`src/rtl/control_pipe_pkg.sv`:
```
// control_pipe_pkg: opcodes, control encodings and per-stage control words for the pipelined control path
package control_pipe_pkg;
  localparam logic [6:0] OP_R    = 7'b0110011;
  localparam logic [6:0] OP_LW   = 7'b0000011;
  localparam logic [6:0] OP_SW   = 7'b0100011;
  localparam logic [6:0] OP_BEQ  = 7'b1100011;
  localparam logic [6:0] OP_ADDI = 7'b0010011;
  localparam logic [6:0] OP_JAL  = 7'b1101111;
  typedef enum logic [1:0] {RES_ALU = 2'b00, RES_MEM = 2'b01, RES_PC4 = 2'b10} resultsrc_t;
  typedef enum logic [1:0] {ALU_ADD = 2'b00, ALU_SUB = 2'b01, ALU_FUNCT = 2'b10} aluop_t;
  typedef struct packed {
    logic       regwrite;
    logic [1:0] resultsrc;
    logic       memwrite;
    logic       jump;
    logic       branch;
    logic [1:0] aluop;
    logic       alusrc;
    logic [4:0] rd;
  } ctrl_t;
  typedef struct packed {
    logic  valid;
    ctrl_t c;
  } e_t;
  typedef struct packed {
    logic       valid;
    logic       regwrite;
    logic [1:0] resultsrc;
    logic       memwrite;
    logic [4:0] rd;
  } m_t;
  typedef struct packed {
    logic       valid;
    logic       regwrite;
    logic [1:0] resultsrc;
    logic [4:0] rd;
  } w_t;
  function automatic ctrl_t main_dec(input logic [6:0] op, input logic [4:0] rd);
    ctrl_t c;
    c = '0;
    c.rd = rd;
    c.regwrite = op == OP_R || op == OP_LW || op == OP_ADDI || op == OP_JAL;
    c.resultsrc = op == OP_LW ? RES_MEM : op == OP_JAL ? RES_PC4 : RES_ALU;
    c.memwrite = op == OP_SW;
    c.jump = op == OP_JAL;
    c.branch = op == OP_BEQ;
    c.aluop = op == OP_R || op == OP_ADDI ? ALU_FUNCT : op == OP_BEQ ? ALU_SUB : ALU_ADD;
    c.alusrc = op == OP_LW || op == OP_SW || op == OP_ADDI;
    return c;
  endfunction
endpackage

```
`src/rtl/control_pipe_if.sv`:
```
// control_pipe_if: decode-stage controls, hazard inputs and per-stage control outputs
interface control_pipe_if;
  logic       alusrc_d, regwrite_d, memwrite_d, branch_d, jump_d;
  logic [1:0] resultsrc_d, aluop_d;
  logic [4:0] rd_d;
  logic       valid_d, stall_e, flush_e, zero_e;
  logic       alusrc_e, branch_e, jump_e;
  logic [1:0] aluop_e;
  logic       resultsrc_e0;
  logic [4:0] rd_e, rd_m, rd_w;
  logic       regwrite_e, regwrite_m, regwrite_w;
  logic       memwrite_m;
  logic [1:0] resultsrc_m, resultsrc_w;
  logic       pcsrc_e;
  modport master (
    output alusrc_d, regwrite_d, memwrite_d, branch_d, jump_d, resultsrc_d, aluop_d, rd_d,
           valid_d, stall_e, flush_e, zero_e,
    input  alusrc_e, branch_e, jump_e, aluop_e, resultsrc_e0, rd_e, rd_m, rd_w,
           regwrite_e, regwrite_m, regwrite_w, memwrite_m, resultsrc_m, resultsrc_w, pcsrc_e
  );
  modport slave (
    input  alusrc_d, regwrite_d, memwrite_d, branch_d, jump_d, resultsrc_d, aluop_d, rd_d,
           valid_d, stall_e, flush_e, zero_e,
    output alusrc_e, branch_e, jump_e, aluop_e, resultsrc_e0, rd_e, rd_m, rd_w,
           regwrite_e, regwrite_m, regwrite_w, memwrite_m, resultsrc_m, resultsrc_w, pcsrc_e
  );
endinterface

```
`src/rtl/control_pipe_stage_reg.sv`:
```
// pipe_stage_reg: width-parameterised pipeline register with sync reset, hold-enable and clear
module pipe_stage_reg #(
  parameter int W = 8
) (
  input  logic         clk,
  input  logic         reset,
  input  logic         en,
  input  logic         clr,
  input  logic [W-1:0] d,
  output logic [W-1:0] q
);
  always_ff @(posedge clk)
    if (reset || clr) q <= '0;
    else if (en) q <= d;
endmodule

```
`src/rtl/control_pipe.sv`:
```
// control_pipe: E/M/W control registers with stall/flush handling and qualified write enables
module control_pipe
  import control_pipe_pkg::*;
(
  input logic           clk,
  input logic           reset,
  control_pipe_if.slave p
);
  ctrl_t ctrl_d;
  e_t d_s, e_s;
  m_t m_d, m_s;
  w_t w_d, w_s;
  assign ctrl_d = '{regwrite: p.regwrite_d, resultsrc: p.resultsrc_d, memwrite: p.memwrite_d,
                    jump: p.jump_d, branch: p.branch_d, aluop: p.aluop_d, alusrc: p.alusrc_d,
                    rd: p.rd_d};
  // invalid slots become all-zero bubbles so undefined controls never enter E
  assign d_s = p.valid_d === 1'b1 ? '{valid: 1'b1, c: ctrl_d} : '0;
  assign m_d = '{valid: e_s.valid, regwrite: e_s.c.regwrite, resultsrc: e_s.c.resultsrc,
                 memwrite: e_s.c.memwrite, rd: e_s.c.rd};
  assign w_d = '{valid: m_s.valid, regwrite: m_s.regwrite, resultsrc: m_s.resultsrc, rd: m_s.rd};
  pipe_stage_reg #(.W($bits(e_t))) u_e (
    .clk(clk), .reset(reset), .en(!p.stall_e), .clr(p.flush_e), .d(d_s), .q(e_s)
  );
  // a held E instruction is sent downstream only once, so M takes a bubble while stalled
  pipe_stage_reg #(.W($bits(m_t))) u_m (
    .clk(clk), .reset(reset), .en(1'b1), .clr(p.stall_e), .d(m_d), .q(m_s)
  );
  pipe_stage_reg #(.W($bits(w_t))) u_w (
    .clk(clk), .reset(reset), .en(1'b1), .clr(1'b0), .d(w_d), .q(w_s)
  );
  assign p.alusrc_e     = e_s.c.alusrc;
  assign p.branch_e     = e_s.c.branch;
  assign p.jump_e       = e_s.c.jump;
  assign p.aluop_e      = e_s.c.aluop;
  assign p.resultsrc_e0 = e_s.c.resultsrc[0];
  assign p.rd_e         = e_s.c.rd;
  assign p.rd_m         = m_s.rd;
  assign p.rd_w         = w_s.rd;
  assign p.regwrite_e   = e_s.valid & e_s.c.regwrite;
  assign p.regwrite_m   = m_s.valid & m_s.regwrite & |m_s.rd;
  assign p.regwrite_w   = w_s.valid & w_s.regwrite & |w_s.rd;
  assign p.memwrite_m   = m_s.valid & m_s.memwrite;
  assign p.resultsrc_m  = m_s.resultsrc;
  assign p.resultsrc_w  = w_s.resultsrc;
  assign p.pcsrc_e      = e_s.valid & ((e_s.c.branch & p.zero_e) | e_s.c.jump);
endmodule

```
`src/flat_wrapper.sv`:
```
// flat-port wrapper written by rule: the top's interface ports become plain ports
module control_pipe_flat import control_pipe_pkg::*;
  (clk, reset, p_alusrc_d, p_regwrite_d, p_memwrite_d, p_branch_d, p_jump_d, p_resultsrc_d, p_aluop_d, p_rd_d, p_valid_d, p_stall_e, p_flush_e, p_zero_e, p_alusrc_e, p_branch_e, p_jump_e, p_aluop_e, p_resultsrc_e0, p_rd_e, p_rd_m, p_rd_w, p_regwrite_e, p_regwrite_m, p_regwrite_w, p_memwrite_m, p_resultsrc_m, p_resultsrc_w, p_pcsrc_e);
  control_pipe_if p_i ();
  input logic clk;
  input logic reset;
  input wire logic [$bits(p_i.alusrc_d)-1:0] p_alusrc_d;
  input wire logic [$bits(p_i.regwrite_d)-1:0] p_regwrite_d;
  input wire logic [$bits(p_i.memwrite_d)-1:0] p_memwrite_d;
  input wire logic [$bits(p_i.branch_d)-1:0] p_branch_d;
  input wire logic [$bits(p_i.jump_d)-1:0] p_jump_d;
  input wire logic [$bits(p_i.resultsrc_d)-1:0] p_resultsrc_d;
  input wire logic [$bits(p_i.aluop_d)-1:0] p_aluop_d;
  input wire logic [$bits(p_i.rd_d)-1:0] p_rd_d;
  input wire logic [$bits(p_i.valid_d)-1:0] p_valid_d;
  input wire logic [$bits(p_i.stall_e)-1:0] p_stall_e;
  input wire logic [$bits(p_i.flush_e)-1:0] p_flush_e;
  input wire logic [$bits(p_i.zero_e)-1:0] p_zero_e;
  output wire logic [$bits(p_i.alusrc_e)-1:0] p_alusrc_e;
  output wire logic [$bits(p_i.branch_e)-1:0] p_branch_e;
  output wire logic [$bits(p_i.jump_e)-1:0] p_jump_e;
  output wire logic [$bits(p_i.aluop_e)-1:0] p_aluop_e;
  output wire logic [$bits(p_i.resultsrc_e0)-1:0] p_resultsrc_e0;
  output wire logic [$bits(p_i.rd_e)-1:0] p_rd_e;
  output wire logic [$bits(p_i.rd_m)-1:0] p_rd_m;
  output wire logic [$bits(p_i.rd_w)-1:0] p_rd_w;
  output wire logic [$bits(p_i.regwrite_e)-1:0] p_regwrite_e;
  output wire logic [$bits(p_i.regwrite_m)-1:0] p_regwrite_m;
  output wire logic [$bits(p_i.regwrite_w)-1:0] p_regwrite_w;
  output wire logic [$bits(p_i.memwrite_m)-1:0] p_memwrite_m;
  output wire logic [$bits(p_i.resultsrc_m)-1:0] p_resultsrc_m;
  output wire logic [$bits(p_i.resultsrc_w)-1:0] p_resultsrc_w;
  output wire logic [$bits(p_i.pcsrc_e)-1:0] p_pcsrc_e;
  assign p_i.alusrc_d = p_alusrc_d;
  assign p_i.regwrite_d = p_regwrite_d;
  assign p_i.memwrite_d = p_memwrite_d;
  assign p_i.branch_d = p_branch_d;
  assign p_i.jump_d = p_jump_d;
  assign p_i.resultsrc_d = p_resultsrc_d;
  assign p_i.aluop_d = p_aluop_d;
  assign p_i.rd_d = p_rd_d;
  assign p_i.valid_d = p_valid_d;
  assign p_i.stall_e = p_stall_e;
  assign p_i.flush_e = p_flush_e;
  assign p_i.zero_e = p_zero_e;
  assign p_alusrc_e = p_i.alusrc_e;
  assign p_branch_e = p_i.branch_e;
  assign p_jump_e = p_i.jump_e;
  assign p_aluop_e = p_i.aluop_e;
  assign p_resultsrc_e0 = p_i.resultsrc_e0;
  assign p_rd_e = p_i.rd_e;
  assign p_rd_m = p_i.rd_m;
  assign p_rd_w = p_i.rd_w;
  assign p_regwrite_e = p_i.regwrite_e;
  assign p_regwrite_m = p_i.regwrite_m;
  assign p_regwrite_w = p_i.regwrite_w;
  assign p_memwrite_m = p_i.memwrite_m;
  assign p_resultsrc_m = p_i.resultsrc_m;
  assign p_resultsrc_w = p_i.resultsrc_w;
  assign p_pcsrc_e = p_i.pcsrc_e;
  control_pipe u_core (.clk(clk), .reset(reset), .p(p_i));
endmodule
```
`config.mk`:
```
export PLATFORM = sky130hd
export DESIGN_NAME = control_pipe_flat
export DESIGN_NICKNAME = d
export VERILOG_FILES = /design/src/rtl/control_pipe_pkg.sv /design/src/rtl/control_pipe_if.sv /design/src/rtl/control_pipe_stage_reg.sv /design/src/rtl/control_pipe.sv /design/src/flat_wrapper.sv
export SDC_FILE = /design/constraint.sdc
export NUM_CORES = 1
export LEC_CHECK = 0
export ABC_AREA = 1
export ABC_CLOCK_PERIOD_IN_PS = 800
export BUFFER_PORTS_ARGS = -buffer_cell sky130_fd_sc_hd__buf_2
export CORE_ASPECT_RATIO = 1.5
export CORE_MARGIN = 2
export CORE_UTILIZATION = 48
export CTS_BUF_LIST = sky130_fd_sc_hd__clkbuf_4 sky130_fd_sc_hd__clkbuf_8
export CTS_CLUSTER_DIAMETER = 40
export DETAILED_ROUTE_END_ITERATION = 7
export PLACE_DENSITY = 0.75
export SYNTH_ARGS = -nofsm -noshare
export SYNTH_HDL_FRONTEND = slang
export SYNTH_HIERARCHICAL = 1
export SYNTH_SLANG_ARGS = --single-unit
```
`constraint.sdc`:
```
create_clock -name clk -period 0.8 [get_ports clk]
set_clock_uncertainty 0.05 [all_clocks]
set_input_delay 0.04 -clock clk [delete_from_list [all_inputs] [get_ports clk]]
set_output_delay 0.04 -clock clk [all_outputs]
set_load 0.005 [all_outputs]
```
# Word-level counts from Yosys, hierarchy flattened
# Index checks and enable logic that the tools add are counted.
[op_classes] bitwise=9 n_eq_ne=1 n_mux=1 reduce_logical=4
[ops] cell="15-bit 2-to-1 mux" count=1
[ops] cell="5-bit OR reduction" count=2
[ops] cell="1-bit AND" count=8
[ops] cell="1-bit logical OR" count=2
[ops] cell="1-bit === test (second input constant)" count=1
[ops] cell="1-bit bitwise OR" count=1
[word_totals] inputBits=20 out_inout_bits=30 word_cells=18 reg_bits=34

# Longest topological paths before layout
# Gate-level depths: netlist (run 1).
[logic_depth] word_depth=3 mapped_depth=7 depth_no_buf=6

# Hierarchy
# The synthesis (run 1) kept the hierarchy.
[by_module_without_submodules] mod="pipe_stage_reg (u_core.u_e)" n_inst=1 cells_each=95 area_per_inst_um2=649.4 seq_area_each_um2=300.3
[by_module_without_submodules] mod="pipe_stage_reg (u_core.u_w)" n_inst=1 cells_each=57 area_per_inst_um2=432.9 seq_area_each_um2=180.2
[by_module_without_submodules] mod="pipe_stage_reg (u_core.u_m)" n_inst=1 cells_each=63 area_per_inst_um2=409.1 seq_area_each_um2=200.2
[by_module_without_submodules] mod="control_pipe" n_inst=1 cells_each=55 area_per_inst_um2=217.7 seq_area_each_um2=0.0

# Worst setup path after synthesis (run 1)
# No wires, ideal clock.
[synth_timing] path_kind="flip-flop to output port" from="reg u_core.u_m.q[3]" to="out p_regwrite_m" t_arrival_ps=575 required_time_ps=710 path_stages_with_launch=5 n_path_buf=0 slack_ps=135 cell_sequence="dfxtp_1 > nor2_1 > nand3_1 > nand2_1 > inv_1"
[synth_via] elab_chain_len=2
[synth_lines] item="start, declared" line_no="control_pipe_stage_reg.sv:10" source="output logic [W-1:0] q"
[synth_lines] item="start signal, assigned" line_no="control_pipe_stage_reg.sv:13" source="if (reset || clr) q <= '0;"
[synth_lines] item="start signal, assigned" line_no="control_pipe_stage_reg.sv:14" source="else if (en) q <= d;"
[synth_lines] item="5-bit OR reduction" line_no="control_pipe.sv:40" source="assign p.regwrite_m = m_s.valid & m_s.regwrite & |m_s.rd;"
[synth_lines] item="1-bit AND" line_no="control_pipe.sv:40"
[synth_lines] item="end, declared" line_no="flat_wrapper.sv:28" source="output wire logic [$bits(p_i.regwrite_m)-1:0] p_regwrite_m;"
# Every way passes these cells.

# Worst setup path after layout (run 1)
[layout_timing] from="reg u_core.u_w.q[0]" to="out p_regwrite_w"
[layout_via] elab_chain_len=2
[layout_lines] item="start, declared" line_no="control_pipe_stage_reg.sv:10"
[layout_lines] item="start signal, assigned" line_no="control_pipe_stage_reg.sv:13"
[layout_lines] item="start signal, assigned" line_no="control_pipe_stage_reg.sv:14"
[layout_lines] item="5-bit OR reduction" line_no="control_pipe.sv:41" source="assign p.regwrite_w = w_s.valid & w_s.regwrite & |w_s.rd;"
[layout_lines] item="1-bit AND" line_no="control_pipe.sv:41"
[layout_lines] item="end, declared" line_no="flat_wrapper.sv:29" source="output wire logic [$bits(p_i.regwrite_w)-1:0] p_regwrite_w;"
# Every way passes these cells.

==> run_results.csv, run 1 <==
group,metric,value,unit
status,status,"finished with violations",
status,violations,"hold timing, setup timing",
yosys,yosys.area.top_type,"dfxtp_1",
yosys,synth.top_cell.area_share,39.8,%
floorplanning,initial_utilization,50.0,%
cts,clk_root_buffer_cell,"clkbuf_8",
yosys,synth_seq_cells,34,
cts,cts_buffers,5,
yosys,syn_area_per_cell,6.33,um^2
timing,fin_tns_setup,-2490,ps
placement,placed_cell_area,0.00202,mm^2
grt,grt_pass1_vias,1469,
detailed_routing,vias_per_cell,4.16,
worst_setup_path,critical_path_class,"register to primary output",
yosys,synth.yosys.seq_area_share,39.8,%
layout,layout_common_cells,"81 x nand2_1, 49 x inv_1, 47 x nor2_1",
grt,grt_pass1_wl,5.80,mm
floorplanning,dieArea,0.00406,mm^2
cts,htreeDepth,2,
worst_setup_path,crit_fanout,2,
timing,hold_viol,3,
yosys,synth_area_leaders,"dfxtp_1 40%, nand2_1 18%, inv_1 13%, nor2_1 12%, nor2_2 7.0%",
worst_setup_path,r2r_cells,6,
detailed_routing,wl_per_cell,9.35,um
floorplanning,pin_count,50,
layout,final_area,0.00244,mm^2
worst_setup_path,r2r_end,"u_core/u_w/q[1]$_SDFFE_PP0P_",
floorplanning,die_w,52.7,um
layout,drive_above_1_share,45.4,%
worst_setup_path,end_kind,"primary output",
detailed_routing,antenna_left,0,
placement,gp_congestion,0.690,
detailed_routing,routed_wl,3.63,mm
timing,fmaxAchievable,908,MHz
job,max-cap-violations,0,
cts,cts_tree,"done",
min_path,min_path_type,"input pin to register",
cts,clk_pin_slew,60,ps
detailed_routing,first_pass_iters,3,
worst_setup_path,r2r_start,"u_core/u_m/q[1]$_SDFFE_PP0P_",
cts,clock-sinks,34,
worst_setup_path,crit_end,"p_regwrite_w",
timing,post-route-period-util,138,%
timing,holdWs,-19.3,ps
yosys,syn_area,0.00171,mm^2
floorplanning,die_h,77.1,um
detailed_routing,vias,1614,
layout,n_antenna_cell,0,
timing,rsz0062_at_grt,"yes",
timing,report.final.slew_viol_count,0,
grt,antenna_found_initial,0,
placement,port_buffers,49,
placement,placed_cells,362,
worst_setup_path,critPathArrivalTime,1010,ps
detailed_routing,drc,0,
placement,pre_cts_ws,-22.1,ps
yosys,synth_cells,270,
layout,fin_nets,366,
detailed_routing,drtIter0Drc,11,
yosys,yosysWarningCount,6,
power_and_ir_drop,ir_worst_vdd,1.18,mV
timing,worst_slack,-301,ps
grt,grt-ovfl-total,0,
cts,clk_path_buf_depth,2,
power_and_ir_drop,leakage,1.37,nW
floorplanning,core,0.00342,mm^2
grt,grt_usage,18.8,%
placement,hpwl,2.33,mm
worst_setup_path,start_kind,"register",
worst_setup_path,regToRegSetupSlack,-80,ps
yosys,netlist-cell-type-count,15,
power_and_ir_drop,powerDensity,1510,mW/mm^2
worst_setup_path,crit_start,"u_core/u_w/q[0]$_SDFFE_PP0P_",
floorplanning,num_rows,26,
layout,layout.cells.non_filler,388,
grt,grt_max_degree,31,
worst_setup_path,crit_required,710,ps
layout,layout_commonest_cell,"nand2_1",
timing,setup_viol,30,
timing,fin_crit,1100,ps
layout,area_delta_synth_final,42.6,%
cts,clock_latency,280,ps
-- critical path, stage by stage, from the launching register on --
cell     delay, ps
dfxtp_2        340
nor2_2         110
nand3_1         70
nand2_1         60
inv_1           30
buf_2          110
-- Yosys cell counts --
cell type / n
dfxtp_1: 34
nand2_1: 84
nand2_2: 3
buf_2: 5
a21oi_1: 1
nor2_2: 19
buf_12: 1
nor2_8: 1
buf_6: 3
nand2_4: 1
conb_1: 2
nor2_4: 2
nand3_1: 2
inv_1: 58
nor2_1: 54
-- report_power, final --
group,internal [mW],leakage (nW),switching (mW)
Combinational,0.306,1.03,0.315
Clock,0.666,0.0452,0.581
Sequential,1.76,0.290,0.0446
Total,2.74,1.37,0.940
-- flip-flops by register name, summed over array words and instances, names as in the netlist --
signal / flops
u_core/u_e/q: 15
u_core/u_m/q: 10
u_core/u_w/q: 9
-- cell families after synthesis --
family          count (synthesis)  synth area share, %
compound gates                  1                0.293
flops                          34                 39.8
buf+inv                        67                 17.3
other cells                     2                0.439
simple gates                  166                 42.1
-- final cells by class --
cell class,instances,area (um^2)
inverter,58,218
timing repair buffer,76,599
tap,42,52.6
clock buffer,7,83.8
multi-input combinational,171,768
sequential,34,716
fill,306,978
-- worst min path at each step --
| stage | from | endpoint | slack [ps] | depth (start not counted) |
|---|---|---|---|---|
| after floorplan | reset | u_core/u_w/q[5]$_SDFFE_PP0P_ | 140 | 3 |
| after global placement | p_flush_e | u_core/u_e/q[0]$_SDFFE_PP0P_ | 280 | 4 |
| after detailed placement | p_flush_e | u_core/u_e/q[1]$_SDFFE_PP0P_ | 280 | 4 |
| after CTS | p_flush_e | u_core/u_e/q[1]$_SDFFE_PP0P_ | -30 | 4 |
| after global routing | p_flush_e | u_core/u_e/q[1]$_SDFFE_PP0P_ | -10 | 4 |
| final | p_flush_e | u_core/u_e/q[1]$_SDFFE_PP0P_ | -20 | 4 |
-- repair_timing --
action | CTS | global route
setup endpoints to repair | 30 | 43
setup buffers | 15 | 10
pin swaps | 5 | 5
gates resized for setup | 45 | 33
hold endpoints to repair | 3 | 1
-- metrics by stage --
stage,util (%),power [mW],hold WS [ps]
after global routing,71.4,3.86,-12.8
after CTS,68.2,3.65,-25.3
after floorplan,-,2.19,141
after global placement,59.2,2.32,284
after detailed placement,59.2,2.33,281
final,71.4,3.68,-19.3
-- layer usage --
| metal | global-route usage (%) | wire length (um) | vias to the layer above |
|---|---|---|---|
| met3 | 5.25 | 186 | 7 |
| met2 | 35.4 | 2030 | 37 |
| met5 | 0 | 0 | - |
| li1 | - | - | 893 |
| met4 | 7.44 | 55 | 0 |
| met1 | 18.2 | 1350 | 677 |
No activity file was read; power rests on OpenSTA's default activity.
==> run 2: changes to the inputs <==
--- a/config.mk
+++ b/config.mk
@@ -9,4 +9,5 @@
 export ABC_CLOCK_PERIOD_IN_PS = 800
 export BUFFER_PORTS_ARGS = -buffer_cell sky130_fd_sc_hd__buf_2
+export CAP_MARGIN = 20
 export CORE_ASPECT_RATIO = 1.5
 export CORE_MARGIN = 2
==> constraint.sdc (replaced) <==
create_clock -name clk -period 0.8 [get_ports clk]
set_clock_uncertainty 0.05 [all_clocks]
set_input_delay 0.16 -clock clk [delete_from_list [all_inputs] [get_ports clk]]
set_output_delay 0.16 -clock clk [all_outputs]
set_load 0.005 [all_outputs]
==> run_results.csv, run 2 (same netlist as run 1, synthesis figures left out) <==
group,metric,value,unit
layout,layout_commonest_cell,"nand2_1",
worst_setup_path,path_depth,5,
detailed_routing,drtIter0Drc,20,
cts,cts_buffers,5,
worst_setup_path,crit_start,"u_core/u_w/q[1]$_SDFFE_PP0P_",
layout,top_regs,"u_core/u_e/q: 15 flops, u_core/u_m/q: 10 flops, u_core/u_w/q: 9 flops",
power_and_ir_drop,leakage,1.41,nW
worst_setup_path,start_kind,"register",
detailed_routing,routed_wl,3.48,mm
timing,report.final.slew_viol_count,0,
detailed_routing,vias_per_cell,4.19,
timing,post-route-period-util,156,%
grt,grt-ovfl-total,0,
worst_setup_path,regToRegSetupSlack,-90,ps
power_and_ir_drop,powerDensity,1500,mW/mm^2
layout,top_register,"u_core/u_e/q",
detailed_routing,antenna_left,0,
worst_setup_path,critPathArrivalTime,1040,ps
worst_setup_path,end_kind,"primary output",
placement,gp_congestion,0.688,
worst_setup_path,critical_path_buf_inv_count,2,
worst_setup_path,r2r_end,"u_core/u_w/q[1]$_SDFFE_PP0P_",
layout,area_delta_synth_final,46.9,%
detailed_routing,drc,0,
cts,clk_path_buf_depth,2,
layout,fin_nets,373,
timing,worst_slack,-452,ps
worst_setup_path,crit_family,"flip-flops",
worst_setup_path,path_cells,"nor2_2, nand3_1, nand2_1, inv_1, buf_2",
grt,grt_max_degree,31,
floorplanning,num_rows,26,
detailed_routing,wl_per_cell,8.80,um
grt,grt_pass1_vias,1522,
worst_setup_path,cpMaxStageDelayCell,"dfxtp_2",
worst_setup_path,r2r_start,"u_core/u_m/q[1]$_SDFFE_PP0P_",
layout,largest_reg_flops,15,
grt,grt_pass1_wl,5.69,mm
layout,n_antenna_cell,0,
placement,hpwl,2.44,mm
layout,fin_util,73.5,%
timing,fin_crit,1250,ps
power_and_ir_drop,ir_worst_vdd,1.39,mV
cts,htreeDepth,2,
cts,clock_latency,280,ps
layout,drive_above_1_share,45.5,%
cts,cts_tree,"done",
cts,clk_root_buffer_cell,"clkbuf_8",
layout,layout_common_cells,"82 x nand2_1, 50 x nor2_1, 49 x inv_1",
floorplanning,initial_utilization,50.0,%
timing,setup_viol,35,
detailed_routing,first_pass_iters,4,
cts,clk_pin_slew,60,ps
worst_setup_path,crit_fanout,2,
floorplanning,pin_count,50,
floorplanning,die_w,52.7,um
worst_setup_path,critical_path_class,"register to primary output",
cts,clock-sinks,34,
timing,fmaxAchievable,799,MHz
min_path,min_path_type,"input pin to register",
worst_setup_path,r2r_cells,6,
job,max-cap-violations,0,
power_and_ir_drop,finalPower,3.76,mW
grt,grt_usage,18.4,%
floorplanning,dieArea,0.00406,mm^2
detailed_routing,vias,1661,
grt,antenna_found_initial,0,
cts,cts_hold_buf,0,
status,violations,"setup timing",
timing,hold_viol,0,
worst_setup_path,crit_required,590,ps
timing,rsz0062_at_grt,"yes",
floorplanning,die_h,77.1,um
status,status,"finished with violations",
worst_setup_path,crit_end,"p_regwrite_w",
floorplanning,core,0.00342,mm^2
placement,port_buffers,49,
worst_setup_path,max_stage_delay,330,ps
[run 2: worst reg2reg max path: cells and delay by family, from the launching register on]
family	cells	cell delay [ps]
flops	1	330
buf+inv	3	280
simple gates	3	140
[run 2: worst min path at each step]
stage / endpoint / start / cells past startpoint
floorplan: u_core/u_w/q[5]$_SDFFE_PP0P_ / reset / 3
global placement: u_core/u_e/q[12]$_SDFFE_PP0P_ / u_core/u_e/q[12]$_SDFFE_PP0P_ / 2
detailed placement: u_core/u_e/q[7]$_SDFFE_PP0P_ / u_core/u_e/q[7]$_SDFFE_PP0P_ / 2
CTS: u_core/u_m/q[9]$_SDFFE_PP0P_ / p_stall_e / 4
global route: u_core/u_m/q[9]$_SDFFE_PP0P_ / p_stall_e / 4
finish: u_core/u_m/q[0]$_SDFFE_PP0P_ / p_stall_e / 4
[run 2: routing by layer]
metal | track usage, % | vias up | wire length [um] | part of all wire [%]
li1 | - | 911 | - | -
met3 | 5.25 | 6 | 163 | 4.7
met2 | 35.8 | 41 | 1940 | 56
met5 | 0 | - | 0 | 0
met1 | 16.5 | 703 | 1350 | 39
met4 | 6.92 | 0 | 31 | 0.89
[run 2: through the flow]
step           std cells  worst slack, ps  TNS, ps  hold WS, ps  instance area [um^2]
2_1_floorplan        272             15.4        0          261                  1720
3_3_place_gp         370             -109    -1340          417                  2080
3_5_place_dp         370             -110    -1640          417                  2080
4_1_cts              391             -421    -6280          120                  2410
5_1_grt              396             -516    -7700          156                  2510
6_report             396             -452    -6460          126                  2510
[run 2: cell type report]
type,instances,area (um^2)
clock buffers,7,90.1
clock inverters,1,5.00
fillers,307,906
inverters,58,220
multi-input cells,171,763
flip-flops and latches,34,716
well taps,42,52.6
repair buffers,83,663
[run 2: report_power, final]
group	switching, mW	internal (mW)	total (mW)
Sequential	0.0384	1.76	1.80
Clock	0.583	0.727	1.31
Combinational	0.321	0.321	0.643
Total	0.943	2.81	3.76
[run 2: timing repair]
action,4_1_cts,5_1_grt
pin swaps,4,5
setup endpoints to repair,30,41
setup buffers,13,10
gates resized for setup,49,30
==> run 3: changes to the inputs <==
- ABC_CLOCK_PERIOD_IN_PS: 800 -> 1600
- CORE_UTILIZATION: 48 -> 54
- PLACE_DENSITY: 0.75 -> 0.83
- SYNTH_HIERARCHICAL: 1 -> default
- clock period: 0.8 -> 1.6 ns (I/O delays scaled with it)
==> run_results.csv, run 3 <==
group,metric,value,unit
cts,clock-sinks,34,
grt,grt_max_degree,18,
power_and_ir_drop,powerDensity,954,mW/mm^2
yosys,synthArstFlopShare,0,%
yosys,netlist-cell-type-count,12,
timing,fin_tns_setup,0,ps
grt,grt-ovfl-total,0,
yosys,ys_top_cells_by_count,"34 x dfxtp_1, 26 x inv_1, 24 x nor2_1, 22 x buf_4, 22 x nand2_1",
timing,worst_pin_slew,677,ps
power_and_ir_drop,ir_worst_vdd,0.813,mV
layout,fin_util,61.7,%
yosys,synth_ff_type,"dfxtp_1",
timing,fmaxAchievable,697,MHz
detailed_routing,antenna_left,0,
cts,cts_tree,"done",
yosys,synth.top_cell.area_share,48.7,%
detailed_routing,wl_per_cell,9.86,um
layout,largest_reg_flops,15,
floorplanning,pin_count,50,
power_and_ir_drop,finalPower,1.44,mW
detailed_routing,routed_wl,2.20,mm
yosys,synth_area_leaders,"dfxtp_1 49%, buf_4 12%, inv_1 7.0%, nor2_1 6.5%, a21oi_2 6.3%",
grt,antenna_found_initial,0,
yosys,synth_seq_cells,34,
layout,area_delta_synth_final,8.24,%
job,max-cap-violations,0,
placement,gp_congestion,0.712,
power_and_ir_drop,leakage,0.724,nW
timing,post-route-period-util,89.7,%
cts,cts_buffers,5,
min_path,holdPathStages,3,
cts,clk_pin_slew,90,ps
floorplanning,die_w,45.5,um
timing,fin_crit,1430,ps
floorplanning,core,0.00245,mm^2
yosys,synth.yosys.seq_area_share,48.7,%
cts,cts_hold_buf,0,
floorplanning,num_rows,22,
layout,top_regs,"u_core.u_e.q: 15 flops, u_core.u_m.q: 10 flops, u_core.u_w.q: 9 flops",
worst_setup_path,crit_fanout,3,
timing,report.final.slew_viol_count,0,
cts,clk_path_buf_depth,2,
placement,placed_cells,215,
yosys,yosys.area.top_type,"dfxtp_1",
timing,worst_slack,165,ps
cts,clock_latency,330,ps
layout,final_area,0.00151,mm^2
layout,fin_nets,218,
detailed_routing,drtIter0Drc,21,
worst_setup_path,r2r_cells,2,
yosys,syn_area_per_cell,8.21,um^2
cts,htreeDepth,2,
cts,cts_repair_resize_count,0,
layout,layout_common_cells,"49 x buf_2, 34 x dfxtp_1, 26 x inv_1",
layout,layout.cells.non_filler,223,
grt,grt_pass1_vias,915,
placement,pre_cts_ws,349,ps
floorplanning,die_h,66.3,um
worst_setup_path,start_kind,"register",
timing,slew_headroom,54.8,%
cts,clk_root_buffer_cell,"clkbuf_4",
yosys,synth_cells,170,
timing,setup_viol,0,
grt,grt_usage,17.6,%
layout,top_register,"u_core.u_e.q",
layout,drive_above_1_share,34.7,%
yosys,synth.net_count,190,
placement,port_buffers,49,
yosys,syn_area,0.00140,mm^2
layout,layout_commonest_cell,"buf_2",
min_path,min_path_type,"input pin to register",
detailed_routing,drc,0,
worst_setup_path,critical_path_class,"register to primary output",
detailed_routing,first_pass_iters,4,
cts,postCtsSetupRepairBufs,0,
worst_setup_path,crit_required,1230,ps
placement,placed_cell_area,0.00145,mm^2
yosys,synth_edf_count,0,
detailed_routing,vias_per_cell,4.63,
placement,hpwl,1.64,mm
timing,hold_viol,0,
floorplanning,initial_utilization,57.0,%
worst_setup_path,end_kind,"primary output",
timing,rsz0062_at_grt,"no",
grt,grt_pass1_wl,3.77,mm
floorplanning,dieArea,0.00302,mm^2
worst_setup_path,critPathArrivalTime,1060,ps
layout,n_antenna_cell,0,
timing,holdWs,202,ps
yosys,synth.most_common_cell,"dfxtp_1",
yosys,yosysWarningCount,0,
status,status,"finished clean",
detailed_routing,vias,1032,
layout,fill_cells,224,
-- run 3: cell count changes after synthesis, moves of 5 or more --
cell,delta
a21oi_1,+5
a21oi_2,+10
buf_4,+22
inv_1,-32
nand2_1,-62
nand3_1,+14
nor2_1,-30
nor2_2,-19
-- run 3: kinds of logic (layout without fill, tap and decap cells) --
logic type	Yosys count	count (layout)	share of synthesized area, %
compound gates	16	16	8.42
buf+inv	56	85	23.8
flops	34	34	48.7
simple gates	64	64	19.0
-- run 3: critical path: stages, from the launching register on --
cell	delay, ps
dfxtp_1	330
nor2_1	110
nand3_1	80
nand2_1	70
inv_1	30
buf_2	110
-- run 3: routing by layer --
layer | wire length [um] | GRT usage, % | vias to the layer above
li1 | - | - | 547
met1 | 858 | 17.9 | 440
met2 | 1140 | 29.6 | 40
met3 | 149 | 4.92 | 5
met4 | 55 | 12.1 | 0
met5 | 0 | 0 | -
-- run 3: area by class of cell --
cell class	count	area, um^2	share of cell area (%)
Sequential cell	34	681	45.0
Inverter	27	101	6.71
Multi-Input combinational cell	80	383	25.3
Clock buffer	7	58.8	3.89
Clock inverter	1	5.00	0.331
Tap cell	24	30.0	1.99
Timing Repair Buffer	50	253	16.7
-- run 3: worst paths after layout --
path	from	endpoint	slack (ps)
worst min-delay path	p_rd_d[2]	u_core.u_e.q[2]$_SDFFE_PP0N_	200
worst max register to register	u_core.u_e.q[3]$_SDFFE_PP0N_	u_core.u_e.q[3]$_SDFFE_PP0N_	890
worst min register to register	u_core.u_m.q[6]$_SDFF_PP0_	u_core.u_w.q[5]$_SDFF_PP0_	370
worst max-delay path	u_core.u_m.q[3]$_SDFF_PP0_	p_regwrite_m	170
-- run 3: report_power, final --
group	switching (mW)	internal, mW	total [mW]	leakage (nW)
logic	0.0521	0.0361	0.0882	0.411
registers	0.00639	0.856	0.863	0.275
clock network	0.262	0.230	0.492	0.0387
